$ cat config.mk
export PLATFORM = sky130hd
export DESIGN_NAME = ipsxe_floating_point_invsqrt_horner_v1_0_flat
export DESIGN_NICKNAME = d
export VERILOG_FILES = /design/src/rtl/ipsxe_floating_point_invsqrt_horner_v1_0_if.sv /design/src/rtl/ipsxe_floating_point_invsqrt_horner_v1_0.sv /design/src/flat_wrapper.sv
export SDC_FILE = /design/constraint.sdc
export NUM_CORES = 1
export LEC_CHECK = 0
export BUFFER_PORTS_ARGS = -buffer_cell sky130_fd_sc_hd__buf_2
export CAP_MARGIN = 5
export CORE_MARGIN = 5
export CORE_UTILIZATION = 60
export CTS_CLUSTER_SIZE = 14
export DETAILED_ROUTE_END_ITERATION = 16
export HOLD_SLACK_MARGIN = 0.1
export PLACE_DENSITY = 0.77
export SLEW_MARGIN = 20
export SYNTH_ARGS = -nofsm -noshare
export SYNTH_HDL_FRONTEND = slang
export SYNTH_SLANG_ARGS = --single-unit
export TNS_END_PERCENT = 5
$ cat constraint.sdc
create_clock -name i_clk -period 19.63 [get_ports i_clk]
set_input_delay 1.963 -clock i_clk [delete_from_list [all_inputs] [get_ports i_clk]]
set_output_delay 1.963 -clock i_clk [all_outputs]
set_load 0.05 [all_outputs]
$ cat src/rtl/ipsxe_floating_point_invsqrt_horner_v1_0_if.sv
// ipsxe_floating_point_invsqrt_horner_v1_0_if: operand/coefficient/result handshake bundle for the Horner evaluator
interface ipsxe_floating_point_invsqrt_horner_v1_0_if #(parameter int DX_W = 16);
   logic                i_valid;
   logic                o_ready;
   logic [8+DX_W-1:0]   i_x;
   logic [7:0]          o_x_hi8;
   logic [2:0]          o_coef_sel;
   logic [21:0]         i_coef;
   logic                o_valid;
   logic                i_ready;
   logic [21:0]         o_y;
   modport slave (input i_valid, i_x, i_coef, i_ready, output o_ready, o_x_hi8, o_coef_sel, o_valid, o_y);
   modport master (output i_valid, i_x, i_coef, i_ready, input o_ready, o_x_hi8, o_coef_sel, o_valid, o_y);
endinterface

$ cat src/rtl/ipsxe_floating_point_invsqrt_horner_v1_0.sv
// ipsxe_floating_point_invsqrt_horner_v1_0: sequential Horner evaluation of a 6th-order Taylor polynomial; IPSXE_FLOATING_POINT_INVSQRT_HORNER_SAT_EN enables output saturation
module ipsxe_floating_point_invsqrt_horner_v1_0 #(
   parameter int DX_W = 16
) (
   input logic i_clk,
   input logic i_rst,
   ipsxe_floating_point_invsqrt_horner_v1_0_if.slave bus
);
   typedef enum logic [1:0] {IDLE, LOAD, ITER, DONE} state_t;
   state_t                   state_q, state_d;
   logic [25:0]              acc_q, acc_d;
   logic [2:0]               k_q, k_d;
   logic [7:0]               x_hi8_q, x_hi8_d;
   logic [DX_W-1:0]          dx_q, dx_d;
   logic [21:0]              y_q, y_d;
   logic [2:0]               coef_sel;
   logic signed [25+DX_W:0]  prod;
   logic [25:0]              step;
   logic [21:0]              y_step;
   assign prod = $signed(acc_q) * $signed({1'b0, dx_q});
   assign step = {4'b0, bus.i_coef} - 26'(prod >>> DX_W);
`ifdef IPSXE_FLOATING_POINT_INVSQRT_HORNER_SAT_EN
   assign y_step = step[25] ? 22'h000000 : (|step[24:22] ? 22'h3FFFFF : step[21:0]);
`else
   assign y_step = step[21:0];
`endif
   assign bus.o_ready    = state_q == IDLE;
   assign bus.o_valid    = state_q == DONE;
   assign bus.o_x_hi8    = x_hi8_q;
   assign bus.o_coef_sel = coef_sel;
   assign bus.o_y        = y_q;
   // next-state: capture operand, load a6, iterate k=5..0, then hold the result until taken
   always_comb begin
      state_d  = state_q;
      acc_d    = acc_q;
      k_d      = k_q;
      x_hi8_d  = x_hi8_q;
      dx_d     = dx_q;
      y_d      = y_q;
      coef_sel = 3'd0;
      case (state_q)
         IDLE: if (bus.i_valid) begin
            x_hi8_d = bus.i_x[8+DX_W-1:DX_W];
            dx_d    = bus.i_x[DX_W-1:0];
            state_d = LOAD;
         end
         LOAD: begin
            coef_sel = 3'd6;
            acc_d    = {4'b0, bus.i_coef};
            k_d      = 3'd5;
            state_d  = ITER;
         end
         ITER: begin
            coef_sel = k_q;
            acc_d    = step;
            k_d      = k_q == 3'd0 ? k_q : k_q - 3'd1;
            state_d  = k_q == 3'd0 ? DONE : ITER;
            y_d      = k_q == 3'd0 ? y_step : y_q;
         end
         DONE: state_d = bus.i_ready ? IDLE : DONE;
         default: state_d = IDLE;
      endcase
   end
   // state and datapath registers, cleared asynchronously
   always_ff @(posedge i_clk or posedge i_rst) begin
      if (i_rst) begin
         state_q <= IDLE;
         acc_q   <= '0;
         k_q     <= '0;
         x_hi8_q <= '0;
         dx_q    <= '0;
         y_q     <= '0;
      end else begin
         state_q <= state_d;
         acc_q   <= acc_d;
         k_q     <= k_d;
         x_hi8_q <= x_hi8_d;
         dx_q    <= dx_d;
         y_q     <= y_d;
      end
   end
endmodule
$ cat src/flat_wrapper.sv
// flat-port wrapper written by rule: the top's interface ports become plain ports
module ipsxe_floating_point_invsqrt_horner_v1_0_flat 
#(
   parameter int DX_W = 16
)
  (i_clk, i_rst, bus_i_valid, bus_i_x, bus_i_coef, bus_i_ready, bus_o_ready, bus_o_x_hi8, bus_o_coef_sel, bus_o_valid, bus_o_y);
  ipsxe_floating_point_invsqrt_horner_v1_0_if #(.DX_W(DX_W)) bus_i ();
  input logic i_clk;
  input logic i_rst;
  input wire logic [$bits(bus_i.i_valid)-1:0] bus_i_valid;
  input wire logic [$bits(bus_i.i_x)-1:0] bus_i_x;
  input wire logic [$bits(bus_i.i_coef)-1:0] bus_i_coef;
  input wire logic [$bits(bus_i.i_ready)-1:0] bus_i_ready;
  output wire logic [$bits(bus_i.o_ready)-1:0] bus_o_ready;
  output wire logic [$bits(bus_i.o_x_hi8)-1:0] bus_o_x_hi8;
  output wire logic [$bits(bus_i.o_coef_sel)-1:0] bus_o_coef_sel;
  output wire logic [$bits(bus_i.o_valid)-1:0] bus_o_valid;
  output wire logic [$bits(bus_i.o_y)-1:0] bus_o_y;
  assign bus_i.i_valid = bus_i_valid;
  assign bus_i.i_x = bus_i_x;
  assign bus_i.i_coef = bus_i_coef;
  assign bus_i.i_ready = bus_i_ready;
  assign bus_o_ready = bus_i.o_ready;
  assign bus_o_x_hi8 = bus_i.o_x_hi8;
  assign bus_o_coef_sel = bus_i.o_coef_sel;
  assign bus_o_valid = bus_i.o_valid;
  assign bus_o_y = bus_i.o_y;
  ipsxe_floating_point_invsqrt_horner_v1_0 #(.DX_W(DX_W)) u_core (.i_clk(i_clk), .i_rst(i_rst), .bus(bus_i));
endmodule
== Yosys cells after proc, flatten, opt, wreduce, memory -nomap -nowiden ==
Index checks and enable logic that the tools add are counted.
Widths: inputs -> output; s select.

* Eq/ne operators: 5
* Add/subtract/negate cells: 2
* Multiplexer cells: 8
* Magnitude comparators: 0
* Bitwise logic cells: 0
* Shifts and indexed selects: 0
* Reduce and logical (&&, ||, !) cells: 6
* Div/mod/pow operators: 0
* $mul: 1

{| class="wikitable"
|+ Operators with widths
! operator !! count
|-
| $pmux 26 s2 || 1
|-
| $mul 26x17->42 || 1
|-
| $sub 22x26->26 || 1
|-
| $pmux 3 s2 || 2
|-
| $pmux 2 s4 || 1
|-
| $reduce_and 2->1 || 3
|-
| $eq 2x2->1 const B || 2
|-
| $mux 2 || 2
|-
| $ne 2x2->1 const B || 2
|-
| $logic_not 3->1 || 1
|-
| $mux 3 || 1
|-
| $sub 3x1->3 const B || 1
|-
| $eq 2x1->1 const B || 1
|-
| $logic_not 2->1 || 1
|-
| $reduce_bool 2->1 || 1
|-
| $mux 1 || 1
|}

* ROM bits: 0
* Register bits after elaboration: 77
* Word-level logic and storage cells: 28
* Output and inout bits: 35
* Bits in latches: 0
* RAM bits: 0
* Memories kept: 0
* Bits of input ports: 50

== Depth between registers and ports, before layout ==
Gate-level depths: netlist of the first run.

* Depth in word-level cells: 3
* Mapped depth: 36
* Mapped depth without buffers: 34

== Worst setup path before layout of the first run ==
OpenSTA, ideal clock, no wires.

* Path kind: reg2reg
* From: register u_core.dx_q[8]
* To: register u_core.acc_q[24]
* Stages on the path, launching flop included: 37
* Slack: 11.538 ns
* Clock period less this slack: 8.092 ns
* Data required time: 19.504 ns
* Buffers on the path: 2
* Data arrival time: 7.966 ns
* Cell sequence: dfrtp_1 > clkbuf_1 > clkbuf_1 > nand2_1 > fa_1 > inv_1 > fa_1 > inv_1 > fa_1 > inv_1 > fa_1 > fa_1 > inv_1 > fa_1 > inv_1 > ha_1 > a21oi_1 > o21ai_0 > a311oi_1 > o21ai_0 > a21oi_1 > o21ba_2 > o21a_1 > o21ai_0 > a21oi_1 > xor2_1 > ha_1 > inv_1 > nor2_1 > o21a_1 > a2111oi_0 > or3_1 > o21a_1 > o211a_1 > nor4_1 > xor2_1 > o2bb2ai_1

* Longest elaborated chain between the ends: 3

{| class="wikitable"
|+ Ends and longest elaborated chain
! element !! line !! RTL
|-
| from (decl) || ipsxe_floating_point_invsqrt_horner_v1_0.sv:14 || <nowiki>logic [DX_W-1:0] dx_q, dx_d;</nowiki>
|-
| from (signal assigned) || ipsxe_floating_point_invsqrt_horner_v1_0.sv:71 || <nowiki>dx_q <= '0;</nowiki>
|-
| from (signal assigned) || ipsxe_floating_point_invsqrt_horner_v1_0.sv:78 || <nowiki>dx_q <= dx_d;</nowiki>
|-
| $mul 26x17->42 || ipsxe_floating_point_invsqrt_horner_v1_0.sv:20 || <nowiki>assign prod = $signed(acc_q) * $signed({1'b0, dx_q});</nowiki>
|-
| $sub 22x26->26 || ipsxe_floating_point_invsqrt_horner_v1_0.sv:21 || <nowiki>assign step = {4'b0, bus.i_coef} - 26'(prod >>> DX_W);</nowiki>
|-
| $pmux 26 s2 || ipsxe_floating_point_invsqrt_horner_v1_0.sv:41 || <nowiki>case (state_q)</nowiki>
|-
| to (signal assigned) || ipsxe_floating_point_invsqrt_horner_v1_0.sv:68 || <nowiki>acc_q <= '0;</nowiki>
|-
| to (signal assigned) || ipsxe_floating_point_invsqrt_horner_v1_0.sv:75 || <nowiki>acc_q <= acc_d;</nowiki>
|-
| to (decl) || ipsxe_floating_point_invsqrt_horner_v1_0.sv:11 || <nowiki>logic [25:0] acc_q, acc_d;</nowiki>
|}

Every way passes these cells.
A chain may end at the register's enable or synchronous reset.

== Final worst setup path of the first run ==
* From: register u_core.dx_q[2]
* To: register u_core.y_q[19], in the netlist u_core.bus.o_y[19]

* Longest elaborated chain between the ends: 2

{| class="wikitable"
|+ Ends and longest elaborated chain
! element !! line !! RTL
|-
| $mul 26x17->42 || ipsxe_floating_point_invsqrt_horner_v1_0.sv:20 ||
|-
| $sub 22x26->26 || ipsxe_floating_point_invsqrt_horner_v1_0.sv:21 ||
|-
| to (signal assigned) || ipsxe_floating_point_invsqrt_horner_v1_0.sv:79 || <nowiki>y_q <= y_d;</nowiki>
|-
| to (decl) || ipsxe_floating_point_invsqrt_horner_v1_0.sv:15 || <nowiki>logic [21:0] y_q, y_d;</nowiki>
|}

Every way passes these cells.

==> qor_table.md, run 1 <==
| Stage | Metric | Value |
|---|---|---|
| route | Aggregate routed wire length | 46500 microns |
| floorplan | Ports | 85 |
| synthesis | Largest family of logic cells by synthesized area | adder cells |
| critical path | CP max-delay cell | sky130_fd_sc_hd__dfrtp_1 |
| synthesis | Cell types occupying the most area after synthesis | sky130_fd_sc_hd__fa_1 (43%), sky130_fd_sc_hd__dfrtp_1 (10%), sky130_fd_sc_hd__inv_1 (9.7%) |
| cells and area | Layout cell share with drive strength beyond 1 | 8.66% |
| sta | Layout Skew | 0.00758 ns |
| synthesis | Sequential cell area fraction in the yosys report | 10.3% |
| floorplan | Die X | 186 microns |
| global routing | Overall routing resource usage | 27.7% |
| placed design | Post-placement cell count | 2448 |
| cells and area | Number of filler cells placed in the layout | 2536 |
| synthesis | Compound-Gate Fraction of Synth Area | 6.23% |
| synthesis | Post-Synthesis Cells | 2033 |
| placed design | # port buffers | 84 |
| sta | Worst-case setup margin in the final layout | 10.20 ns |
| clock network | H-Tree Depth | 3 |
| sta | Final setup vio count | 0 |
| synthesis | Xor/xnor share of the synthesized area | 2.57% |
| route | Routed via count | 13900 |
| synthesis | Synth top area share | 42.8% |
| clock network | Number of buffers inserted by post-CTS setup repair | 0 |
| synthesis | Most used standard cells in the synthesized netlist | sky130_fd_sc_hd__inv_1 (484), sky130_fd_sc_hd__fa_1 (399), sky130_fd_sc_hd__nand2_1 (292) |
| synthesis | Post-Synth Simple-Gate Area | 14.4% |
| sta | Final setup TNS | 0 ns |
| clock network | Number of hold buffers added after CTS | 0 |
| placed design | Final weighted congestion in routability-driven placement | 0.947 |
| global routing | Remaining global-route overflow | 0 |
| synthesis | EDFF count, synth | 0 |
| critical path | Critical path launch point | u_core.dx_q[2]$_DFFE_PP0P_ |
| critical path | R2r startpoint | u_core.dx_q[2]$_DFFE_PP0P_ |
| synthesis | Count of synthesis-stage warnings from yosys | 0 |
| synthesis | Cell with the most instances after synthesis | sky130_fd_sc_hd__inv_1 |
| cells and area | Antenna fix cells | 0 |
| clock network | Worst-path clk slew | 0.07 ns |
| sta | Final period demand of the worst path | 9.43 ns |
| global routing | Most Crowded Layer GR | met2 |
| critical path | Critical path class | reg -> reg |
| critical path | Dominant cell type by count on the critical path | sky130_fd_sc_hd__fa_1 |
| sta | Slew headroom | 20.0% |
| run status | Status | completed |
| synthesis | Total nets after synthesis | 2610 |
| synthesis | Mapped Avg Cell Area | 9.18 sq um |
| critical path | Required time at the worst-slack endpoint | 19.82 ns |
| critical path | Largest fanout of any net on the critical path | 14 |
| synthesis | Commonest register cell after synthesis | sky130_fd_sc_hd__dfrtp_1 |
| critical path | Startpoint Class | register |
| global routing | Number of global-route vias before repair | 15400 |
| cells and area | Net total in the final layout | 2640 |
| synthesis | Number of storage elements in the synthesis netlist | 77 |
| clock network | TritonCTS clock tree | yes |
| route | Post-detailed-route wirelength per cell | 18.9 microns |
| sta | Setup repair after global routing missed its margin | no |
| clock network | Longest Clk Path Bufs | 2 |
| synthesis | Largest area contributor in the netlist | sky130_fd_sc_hd__fa_1 |
| min path | Hold Startpoint | u_core.bus.o_y[19]$_DFFE_PP0P_ |
| global routing | Largest net degree at the start of global routing | 78 |
| sta | Final-report max-slew violation count | 0 |
| floorplan | Initial Utilization | 60.9% |
| synthesis | Number of distinct standard cells referenced by the synthesized netlist | 64 |
| cells and area | Synthesis-to-layout area growth | 5.70% |
| floorplan | Standard cell core area | 30700 sq um |
| route | Post-route ant nets | 0 |
| clock network | Quantity of gates resized following cts | 0 |
| global routing | Met2 Usage GRT | 49.5% |
| floorplan | Total Die Area | 34700 sq um |
| placed design | Post-Place Worst Slack | 10.36 ns |
| sta | Worst Max-Slew Pin Slew | 1.20 ns |
| sta | Final clock period utilization by the worst path | 48.1% |
| route | Remaining routing DRC violations | 0 |
| synthesis | Share of synthesized area spent on multiplexers | 3.67% |
| run | Maximum capacitance violations | 0 |
| sta | Worst slack on hold paths | 0.481 ns |
| sta | Fmax | 0.106 GHz |
| global routing | Antenna violations before repair | 0 |
| placed design | Placed wire-length estimate after detailed placement | 36700 microns |
| floorplan | DIE HEIGHT | 186 microns |
| min path | Worst min-delay path class | reg -> reg |
| cells and area | Non-filler instance count after layout | 2464 |
| synthesis | Syn Std Cell Area | 18700 sq um |
| route | Initial DRC count | 937 |
| critical path | Largest stage delay on the critical path | 0.79 ns |
| global routing | Met1 Resource Use GR | 35.6% |
| clock network | Clock latency on the worst-skew pair | 0.35 ns |
| clock network | Number of buffers added by the clock tree synthesis step | 9 |
| route | Number of search-and-repair iterations in the first detailed-routing pass | 5 |
| clock network | Root buffer cell | sky130_fd_sc_hd__clkbuf_16 |
| global routing | GRT met3 Usage | 4.07% |
| global routing | First-pass GRT wire length | 78900 microns |
| route | Drt via density | 5.63 |
| critical path | Critical path arrival | 9.63 ns |
| clock network | Number of sinks handled by clock tree synthesis | 77 |
| critical path | Type of destination of the critical path | register |
| floorplan | Site Rows | 64 |
| sta | Number of hold violations in the final report | 0 |
| synthesis | Post-synthesis share of cell area spent on full adders, half adders and majority gates | 51.4% |
| synthesis | Post-synthesis async set-or-reset flop share | 100% |
## final cells by class
class | count | area, sq um | area share [%]
multi-input cells | 1385 | 14600 | 74.0
repair buffers | 105 | 582 | 2.95
clock buffers | 9 | 225 | 1.14
well taps | 396 | 495 | 2.51
clock inverters | 7 | 82.6 | 0.418
inverters | 485 | 1820 | 9.23
flip-flops and latches | 77 | 1930 | 9.78
## layout by cell type (no fill, tap or decap), drive strengths merged, types with 10 or more instances in the layout
cell type	Yosys	final
a21oi	58	58
mux2	43	43
xnor2	33	33
nor3	10	10
buf	4	105
nand3	10	10
fa	399	399
dfrtp	77	77
o21ai	33	33
and2	159	159
nand2	292	292
nor2	52	52
a21o	24	24
mux2i	20	20
inv	484	486
xor2	21	21
ha	128	128
## metrics by stage
stage          instance area [sq um]  util, %
2_1_floorplan                  18700        -
3_3_place_gp                   19400     63.3
3_5_place_dp                   19400     63.3
4_1_cts                        19700     64.3
5_1_grt                        19700     64.3
6_report                       19700     64.3
## final timing paths
check	to	slack [ns]	cells after the start
max	u_core.bus.o_y[19]$_DFFE_PP0P_	10.20	32
min in group asynchronous	u_core.state_q[0]$_DFFE_PP0P_	1.82	3
min	u_core.bus.o_y[19]$_DFFE_PP0P_	0.48	2
max reg2reg	u_core.bus.o_y[19]$_DFFE_PP0P_	10.20	32
max in group asynchronous	u_core.dx_q[6]$_DFFE_PP0P_	17.26	3
min reg2reg	u_core.bus.o_y[19]$_DFFE_PP0P_	0.48	2
## worst max-delay path, delay by kind of cell, from the launching register on
| kind | cells | cell delay (ns) |
|---|---|---|
| buffers and inverters | 5 | 0.55 |
| adder cells (fa/ha/maj) | 8 | 3.27 |
| XOR/XNOR | 1 | 0.31 |
| flip-flops | 1 | 0.79 |
| AO/OA/AOI/OAI | 13 | 3.55 |
| AND/OR/NAND/NOR | 5 | 0.78 |
## layer usage
metal | wire (microns) | vias up
met5 | 0 | -
met4 | 1390 | 0
met3 | 2900 | 114
met2 | 24600 | 534
met1 | 17700 | 7100
li1 | - | 6123
## kinds of logic (layout without fill, tap and decap cells)
logic type | count (synthesis) | after routing
flops | 77 | 77
fa+ha+maj | 527 | 527
compound gates | 175 | 175
buf+inv | 571 | 606
simple gates | 566 | 566
xor+xnor | 54 | 54
mux | 63 | 63
## sequential cells by signal (all words and copies together), names as in the netlist
signal / count
u_core.bus.o_x_hi8: 8
u_core.acc_q: 26
u_core.bus.o_y: 22
u_core.k_q: 3
u_core.state_q: 2
u_core.dx_q: 16
Power of run 1 is not shown: default switching activity piles up to over one toggle a cycle in this logic, so the estimate is an artifact.
==> run 2, diff against run 1 <==
Settings changed: CORE_UTILIZATION 60 to 59, PLACE_DENSITY 0.77 to 0.79.
Clock period 19.63 ns to 7.6 ns, I/O delays scaled along.
==> run 2 against run 1 <==
The run now ends with negative setup slack left. Highest routed layer unchanged. Clock skew increased by 0.0014 ns. Final area increased by 11%. Register-to-register slack got worse by 11 ns. Largest cell class unchanged. Die area increased by 1.6%. Flip-flop and latch count unchanged.
==> qor_table.md, run 2 (same netlist as run 1, synthesis figures left out) <==
| Stage | Metric | Value | vs previous |
|---|---|---|---|
| critical path | Largest stage delay on the critical path | 0.53 ns | -0.26 ns |
| placed design | Post-place instance area | 21100 sq um | +8.4% |
| sta | Worst-case setup margin in the final layout | -0.594 ns | -10.79 ns |
| route | Initial DRC count | 865 | -7.7% |
| clock network | Worst-path clk slew | 0.07 ns | about the same |
| sta | Layout Skew | 0.00898 ns | +0.00141 ns |
| critical path | CP max-delay cell | sky130_fd_sc_hd__fa_1 |  |
| floorplan | DIE HEIGHT | 188 microns | +0.80% |
| critical path | Largest fanout of any net on the critical path | 7 | -7 |
| sta | Final setup TNS | -8.25 ns | -8.25 ns |
| cells and area | Most frequent cells in the layout | sky130_fd_sc_hd__inv_1 (481), sky130_fd_sc_hd__fa_1 (397), sky130_fd_sc_hd__nand2_1 (291), sky130_fd_sc_hd__buf_4 (222), sky130_fd_sc_hd__and2_1 (153) |  |
| global routing | Antenna violations before repair | 0 | unchanged |
| floorplan | Initial Utilization | 59.5% | -1.4 points |
| global routing | Overall routing resource usage | 30.5% | +2.8 points |
| placed design | Post-Place Worst Slack | -0.653 ns | -11.01 ns |
| min path | Worst min-delay path class | reg -> reg |  |
| critical path | Critical path arrival | 8.42 ns | -1.21 ns |
| clock network | Number of buffers added by the clock tree synthesis step | 9 | unchanged |
| sta | Final-report max-slew violation count | 0 | unchanged |
| sta | Setup repair after global routing missed its margin | yes |  |
| floorplan | Standard cell core area | 31400 sq um | +2.4% |
| clock network | H-Tree Depth | 3 | unchanged |
| cells and area | Most common library cell in the layout ignoring fill and taps | sky130_fd_sc_hd__inv_1 |  |
| critical path | Required time at the worst-slack endpoint | 7.83 ns | -11.99 ns |
| global routing | Number of global-route vias before repair | 17400 | +13% |
| cells and area | Finished layout cell area | 21900 sq um | +11% |
| cells and area | Antenna fix cells | 0 | unchanged |
| critical path | Startpoint Class | register |  |
| cells and area | Number of filler cells placed in the layout | 2203 | -13% |
| sta | Fmax | 0.122 GHz | +15% |
| critical path | Type of destination of the critical path | register |  |
| run status | Violations in the final reports | negative setup slack |  |
| route | Post-route ant nets | 0 | unchanged |
| placed design | # port buffers | 84 | unchanged |
| critical path | Critical path class | reg -> reg |  |
| run status | Status | finished with violations |  |
| floorplan | Site Rows | 65 | +1.6% |
| critical path | Dominant cell type by count on the critical path | sky130_fd_sc_hd__fa_1 |  |
| sta | Number of hold violations in the final report | 0 | unchanged |
| global routing | First-pass GRT wire length | 85900 microns | +8.8% |
| sta | Final setup vio count | 27 | +27 |
| clock network | Number of sinks handled by clock tree synthesis | 77 | unchanged |
| sta | Worst slack on hold paths | 0.485 ns | +0.00334 ns |
| run | Maximum capacitance violations | 0 | unchanged |
| clock network | Longest Clk Path Bufs | 2 | unchanged |
| cells and area | Max reg flops | 26 | unchanged |
| global routing | Largest net degree at the start of global routing | 78 | unchanged |
| global routing | Remaining global-route overflow | 0 | unchanged |
| sta | Slew headroom | 47.3% | +27 points |
| route | Post-detailed-route wirelength per cell | 19.3 microns | +2.2% |
| placed design | Final weighted congestion in routability-driven placement | 0.933 | -1.5% |
| floorplan | Die X | 188 microns | +0.80% |
| route | Aggregate routed wire length | 51800 microns | +11% |
| sta | Final period demand of the worst path | 8.19 ns | -1.24 ns |
| route | Remaining routing DRC violations | 0 | unchanged |
| clock network | Root buffer cell | sky130_fd_sc_hd__clkbuf_16 |  |
| sta | Final clock period utilization by the worst path | 108% | +60 points |
| placed design | Placed wire-length estimate after detailed placement | 42400 microns | +16% |
| cells and area | Layout cell share with drive strength beyond 1 | 20.7% | +12 points |
| clock network | Clock latency on the worst-skew pair | 0.36 ns | about the same |
| cells and area | Net total in the final layout | 2854 | +8.1% |
| clock network | Number of hold buffers added after CTS | 0 | unchanged |
| route | Number of search-and-repair iterations in the first detailed-routing pass | 7 | +2 |
| cells and area | Most flop-heavy register | u_core.acc_q |  |
| clock network | TritonCTS clock tree | yes |  |
| cells and area | Synthesis-to-layout area growth | 17.2% |  |
| route | Drt via density | 5.65 | +0.30% |
| sta | Worst Max-Slew Pin Slew | 0.791 ns | -0.409 ns |
| route | Routed via count | 15200 | +9.3% |
| floorplan | Ports | 85 | unchanged |
| floorplan | Total Die Area | 35300 sq um | +1.6% |
-- run 2: cell types whose count changed in the layout (fill, tap and decap cells not counted), sizes merged --
cell / delta
clkbuf: +1
buf: +214
inv: -1
bufinv: +1
clkinvlp: -1
-- run 2: timing repair --
action / 4_1_cts / 5_1_grt
pin swaps: 52 / 16
setup buffers: 25 / 1
setup endpoints to repair: 32 / 37
gates resized for setup: 60 / 20
endpoints found under the hold margin: 0 / 0
-- run 2: cell type report --
class / instances / area, sq um / area share, %
Multi-Input combinational cell: 1385 / 15000 / 68.5
Timing Repair Buffer: 319 / 2290 / 10.5
Sequential cell: 77 / 1940 / 8.88
Inverter: 485 / 1820 / 8.33
Clock buffer: 10 / 239 / 1.09
Tap cell: 402 / 503 / 2.30
Clock inverter: 6 / 93.8 / 0.429
-- run 2: metrics by stage --
stage          util [%]  std cells
3_5_place_dp       67.1       2642
3_3_place_gp       67.1       2642
5_1_grt            69.7       2684
4_1_cts            69.4       2683
2_1_floorplan         -       2033
6_report           69.7       2684
-- run 2: final timing paths --
kind / start / to / slack, ns / cells past startpoint
min in group asynchronous: i_rst / u_core.state_q[1]$_DFFE_PP0P_ / 0.62 / 3
worst max-delay path: u_core.dx_q[5]$_DFFE_PP0P_ / u_core.acc_q[25]$_DFFE_PP0P_ / -0.59 / 33
worst min register to register: u_core.bus.o_y[2]$_DFFE_PP0P_ / u_core.bus.o_y[2]$_DFFE_PP0P_ / 0.48 / 2
max in group asynchronous: i_rst / u_core.acc_q[5]$_DFFE_PP0P_ / 6.38 / 3
worst min-delay path: u_core.bus.o_y[2]$_DFFE_PP0P_ / u_core.bus.o_y[2]$_DFFE_PP0P_ / 0.48 / 2
worst max register to register: u_core.dx_q[5]$_DFFE_PP0P_ / u_core.acc_q[25]$_DFFE_PP0P_ / -0.59 / 33
-- run 2: routing by layer --
layer	routed length, microns	part of all wire [%]	global-route usage [%]	up-vias
met5	0	0	0	-
met1	17400	34	33.8	7663
met4	4140	8.0	19.3	0
li1	-	-	-	6550
met2	27300	53	55.5	660
met3	2920	5.6	3.76	282
-- run 2: worst max-delay path: cells and delay by family, from the launching register on --
| family | cells | cell delay (ns) |
|---|---|---|
| fa+ha+maj | 8 | 3.57 |
| buf+inv | 7 | 0.64 |
| xor+xnor | 1 | 0.14 |
| flops | 1 | 0.48 |
| simple gates | 8 | 1.56 |
| compound gates | 9 | 1.70 |
Power of run 2 is left out for the same reason.
==> run 3, diff against run 2 <==
Settings changed: ABC_AREA set to 1, RECOVER_POWER set to 25.
==> run 3 against run 2 <==
The run ends with max-capacitance violations, max-slew violations left. Global-route usage is 0.46 points lower. Critical path depth rose by 1. Clock skew up 0.0036 ns. Synthesized area rose by 5.5%. Fmax grew 11%. Synthesized cell count up 24%. Worst hold slack worse by 0.015 ns. Flip-flop and latch count unchanged. Sequential share of layout area is 0.16 points higher. Non-clock buffer count fell by 128. Largest cell class unchanged. Highest routed layer is now met5.
==> qor_table.md, run 3 <==
| Stage | Metric | Value | vs previous |
|---|---|---|---|
| run status | Status | finished with violations |  |
| run status | Violations in the final reports | max-capacitance violations, max-slew violations |  |
| critical path | Largest stage delay on the critical path | 0.57 ns | +0.04 ns |
| sta | Final-report max-slew violation count | 61 | +61 |
| critical path | Worst flop-to-flop path endpoint | u_core.acc_q[17]$_DFFE_PP0P_ |  |
| floorplan | Standard cell core area | 33300 sq um | +6.0% |
| critical path | Critical path class | reg -> reg |  |
| floorplan | DIE HEIGHT | 193 microns | +2.6% |
| global routing | Number of global-route vias before repair | 17200 | -0.68% |
| cells and area | Util after Layout | 65.1% | -4.6 points |
| placed design | Placed wire-length estimate after detailed placement | 44600 microns | +5.2% |
| clock network | Number of sinks handled by clock tree synthesis | 77 | unchanged |
| sta | Final period demand of the worst path | 7.38 ns | -0.812 ns |
| floorplan | Site Rows | 67 | +3.1% |
| cells and area | Finished layout cell area | 21700 sq um | -0.95% |
| sta | Final setup vio count | 0 | -100% |
| critical path | R2r startpoint | u_core.dx_q[5]$_DFFE_PP0P_ |  |
| synthesis | Number of distinct standard cells referenced by the synthesized netlist | 51 | -20% |
| floorplan | Initial Utilization | 59.2% | -0.30 points |
| clock network | Root buffer cell | sky130_fd_sc_hd__clkbuf_16 |  |
| synthesis | Count of synthesis-stage warnings from yosys | 0 | unchanged |
| cells and area | Net total in the final layout | 3178 | +11% |
| clock network | Number of hold buffers added after CTS | 0 | unchanged |
| sta | Fmax | 0.135 GHz | +11% |
| floorplan | Die X | 193 microns | +2.6% |
| sta | Worst-case setup margin in the final layout | 0.219 ns | +0.812 ns |
| clock network | Worst-path clk slew | 0.07 ns | about the same |
| synthesis | EDFF count, synth | 0 | unchanged |
| route | Routed via count | 16000 | +5.6% |
| synthesis | Synth top area share | 40.6% | -2.2 points |
| synthesis | Commonest register cell after synthesis | sky130_fd_sc_hd__dfrtp_1 |  |
| synthesis | Number of storage elements in the synthesis netlist | 77 | unchanged |
| cells and area | Antenna fix cells | 0 | unchanged |
| sta | Number of hold violations in the final report | 0 | unchanged |
| synthesis | Cell types occupying the most area after synthesis | sky130_fd_sc_hd__fa_1 (41%), sky130_fd_sc_hd__inv_1 (13%), sky130_fd_sc_hd__nand2_1 (13%) |  |
| min path | Worst hold path stage count | 2 | unchanged |
| global routing | Overall routing resource usage | 30.0% | -0.46 points |
| min path | Worst min-delay path class | reg -> reg |  |
| route | Remaining routing DRC violations | 0 | unchanged |
| placed design | Post-Place Worst Slack | -0.0940 ns | +0.559 ns |
| placed design | Final weighted congestion in routability-driven placement | 0.969 | +3.8% |
| route | Post-detailed-route wirelength per cell | 17.6 microns | -8.8% |
| floorplan | Total Die Area | 37100 sq um | +5.2% |
| sta | Final setup TNS | 0 ns | +8.25 ns |
| critical path | Logic depth of the worst register-to-register path | 34 | +3.0% |
| sta | Final clock period utilization by the worst path | 97.1% | -11 points |
| sta | Layout Skew | 0.0126 ns | +0.00362 ns |
| clock network | TritonCTS clock tree | yes |  |
| sta | Setup repair after global routing missed its margin | yes |  |
| critical path | Startpoint Class | register |  |
| cells and area | Number of filler cells placed in the layout | 2814 | +28% |
| critical path | Required time at the worst-slack endpoint | 7.84 ns | about the same |
| synthesis | Total nets after synthesis | 3091 | +18% |
| synthesis | Most used standard cells in the synthesized netlist | sky130_fd_sc_hd__inv_1 (705), sky130_fd_sc_hd__nand2_1 (681), sky130_fd_sc_hd__fa_1 (399) |  |
| global routing | Largest net degree at the start of global routing | 61 | -22% |
| clock network | Clock latency on the worst-skew pair | 0.36 ns | about the same |
| cells and area | Most frequent cells in the layout | sky130_fd_sc_hd__inv_1 (703), sky130_fd_sc_hd__nand2_1 (668), sky130_fd_sc_hd__fa_1 (398), sky130_fd_sc_hd__ha_1 (122), sky130_fd_sc_hd__buf_4 (94) |  |
| cells and area | Area of the multi-input gates | 14900 sq um | -0.73% |
| clock network | Number of buffers added by the clock tree synthesis step | 9 | unchanged |
| cells and area | Most flop-heavy register | u_core.acc_q |  |
| min path | Capture endpoint of the worst hold path | u_core.bus.o_y[1]$_DFFE_PP0P_ |  |
| clock network | Longest Clk Path Bufs | 2 | unchanged |
| synthesis | Syn Std Cell Area | 19700 sq um | +5.5% |
| critical path | Type of destination of the critical path | register |  |
| global routing | Remaining global-route overflow | 0 | unchanged |
| route | Initial DRC count | 1127 | +30% |
| synthesis | Cell with the most instances after synthesis | sky130_fd_sc_hd__inv_1 |  |
| min path | Hold Startpoint | u_core.bus.o_y[1]$_DFFE_PP0P_ |  |
| placed design | Post-place instance area | 21000 sq um | -0.39% |
| cells and area | Layout cell share with drive strength beyond 1 | 12.9% | -7.8 points |
| route | Aggregate routed wire length | 53800 microns | +3.8% |
| critical path | Critical path arrival | 7.62 ns | -0.80 ns |
| sta | Worst Max-Slew Pin Slew | 3.74 ns | +2.95 ns |
| global routing | First-pass GRT wire length | 87000 microns | +1.3% |
| cells and area | Sequential cell area in the final layout | 1960 sq um | +0.84% |
| cells and area | Max reg flops | 26 | unchanged |
| critical path | Largest fanout of any net on the critical path | 8 | +1 |
| sta | Slew headroom | -149% | -200 points |
| synthesis | Largest area contributor in the netlist | sky130_fd_sc_hd__fa_1 |  |
| synthesis | Post-synthesis async set-or-reset flop share | 100% | unchanged |
| run | Maximum capacitance violations | 1 | +1 |
| synthesis | Mapped Avg Cell Area | 7.83 sq um | -15% |
| synthesis | Post-Synthesis Cells | 2514 | +24% |
| critical path | Dominant cell type by count on the critical path | sky130_fd_sc_hd__nand2_1 |  |
| global routing | Antenna violations before repair | 1 | +1 |
| synthesis | Sequential cell area fraction in the yosys report | 9.79% | -0.54 points |
| placed design | # port buffers | 84 | unchanged |
| route | Number of search-and-repair iterations in the first detailed-routing pass | 8 | +1 |
| critical path | Worst setup slack for register-to-register paths | 0.22 ns | +0.81 ns |
| cells and area | Most common library cell in the layout ignoring fill and taps | sky130_fd_sc_hd__inv_1 |  |
| floorplan | Ports | 85 | unchanged |
| critical path | CP max-delay cell | sky130_fd_sc_hd__dfrtp_4 |  |
| route | Drt via density | 5.24 | -7.2% |
| clock network | H-Tree Depth | 3 | unchanged |
| route | Post-route ant nets | 0 | unchanged |
| cells and area | Synthesis-to-layout area growth | 10.0% |  |
## run 3: changes by cell type after synthesis, sizes merged, moves of 20 or more
cell and change:
nand3 +23, nand2 +396, clkbuf +29, o21ai +38, a21o -20, inv +222, nor2 +33, and2 -158
mux2i -20
## run 3: how the worst max path moves through the flow
stage,endpoint,cells past startpoint,slack (ns),start
4_1_cts,u_core.acc_q[17]$_DFFE_PP0P_,32,0.02,u_core.dx_q[2]$_DFFE_PP0P_
5_1_grt,u_core.acc_q[17]$_DFFE_PP0P_,33,-0.07,u_core.dx_q[5]$_DFFE_PP0P_
3_5_place_dp,u_core.acc_q[17]$_DFFE_PP0P_,33,-0.09,u_core.dx_q[3]$_DFFE_PP0P_
3_3_place_gp,u_core.acc_q[17]$_DFFE_PP0P_,32,-0.19,u_core.dx_q[3]$_DFFE_PP0P_
2_1_floorplan,u_core.acc_q[20]$_DFFE_PP0P_,33,0.74,u_core.dx_q[8]$_DFFE_PP0P_
6_report,u_core.acc_q[17]$_DFFE_PP0P_,34,0.22,u_core.dx_q[5]$_DFFE_PP0P_
## run 3: cell families after synthesis
family	after synthesis	share of synthesized area, %
AO/OA/AOI/OAI	185	5.43
XOR/XNOR	48	2.13
adder cells (fa/ha/maj)	527	48.7
buffers and inverters	822	15.8
flip-flops	77	9.79
multiplexers	24	1.37
AND/OR/NAND/NOR	831	16.8
## run 3: through the flow
stage | cells | hold WS [ns]
2_1_floorplan | 2514 | 0.451
3_3_place_gp | 3020 | 0.455
3_5_place_dp | 3020 | 0.454
4_1_cts | 3036 | 0.361
5_1_grt | 3054 | 0.491
6_report | 3054 | 0.470
## run 3: critical path: cells and delay by family (launching register included)
kind            cells  cell delay, ns
compound gates      3            0.37
fa+ha+maj           8            3.70
buf+inv             9            0.88
flops               1            0.57
xor+xnor            2            0.33
simple gates       12            1.43
## run 3: what timing repair did
action	CTS	global route
buffers inserted	0	18
hold endpoints to repair	0	0
setup endpoints to repair	13	26
pin swaps	0	25
gates resized for setup	4	83
## run 3: cell type report
| class | instances | area share (%) |
|---|---|---|
| multi-input cells | 1615 | 68.6 |
| inverters | 707 | 12.3 |
| flip-flops and latches | 77 | 9.04 |
| repair buffers | 191 | 6.17 |
| well taps | 448 | 2.59 |
| clock buffers | 10 | 1.06 |
| clock inverters | 6 | 0.254 |
## run 3: metal layers
| layer | up-vias | GRT usage (%) | share of wire, % |
|---|---|---|---|
| li1 | 7347 | - | - |
| met1 | 7949 | 37.4 | 39 |
| met2 | 552 | 52.8 | 50 |
| met3 | 156 | 3.76 | 6.1 |
| met4 | 2 | 12.9 | 5.2 |
| met5 | - | 0 | 0.037 |
Power of run 3 is left out for the same reason.
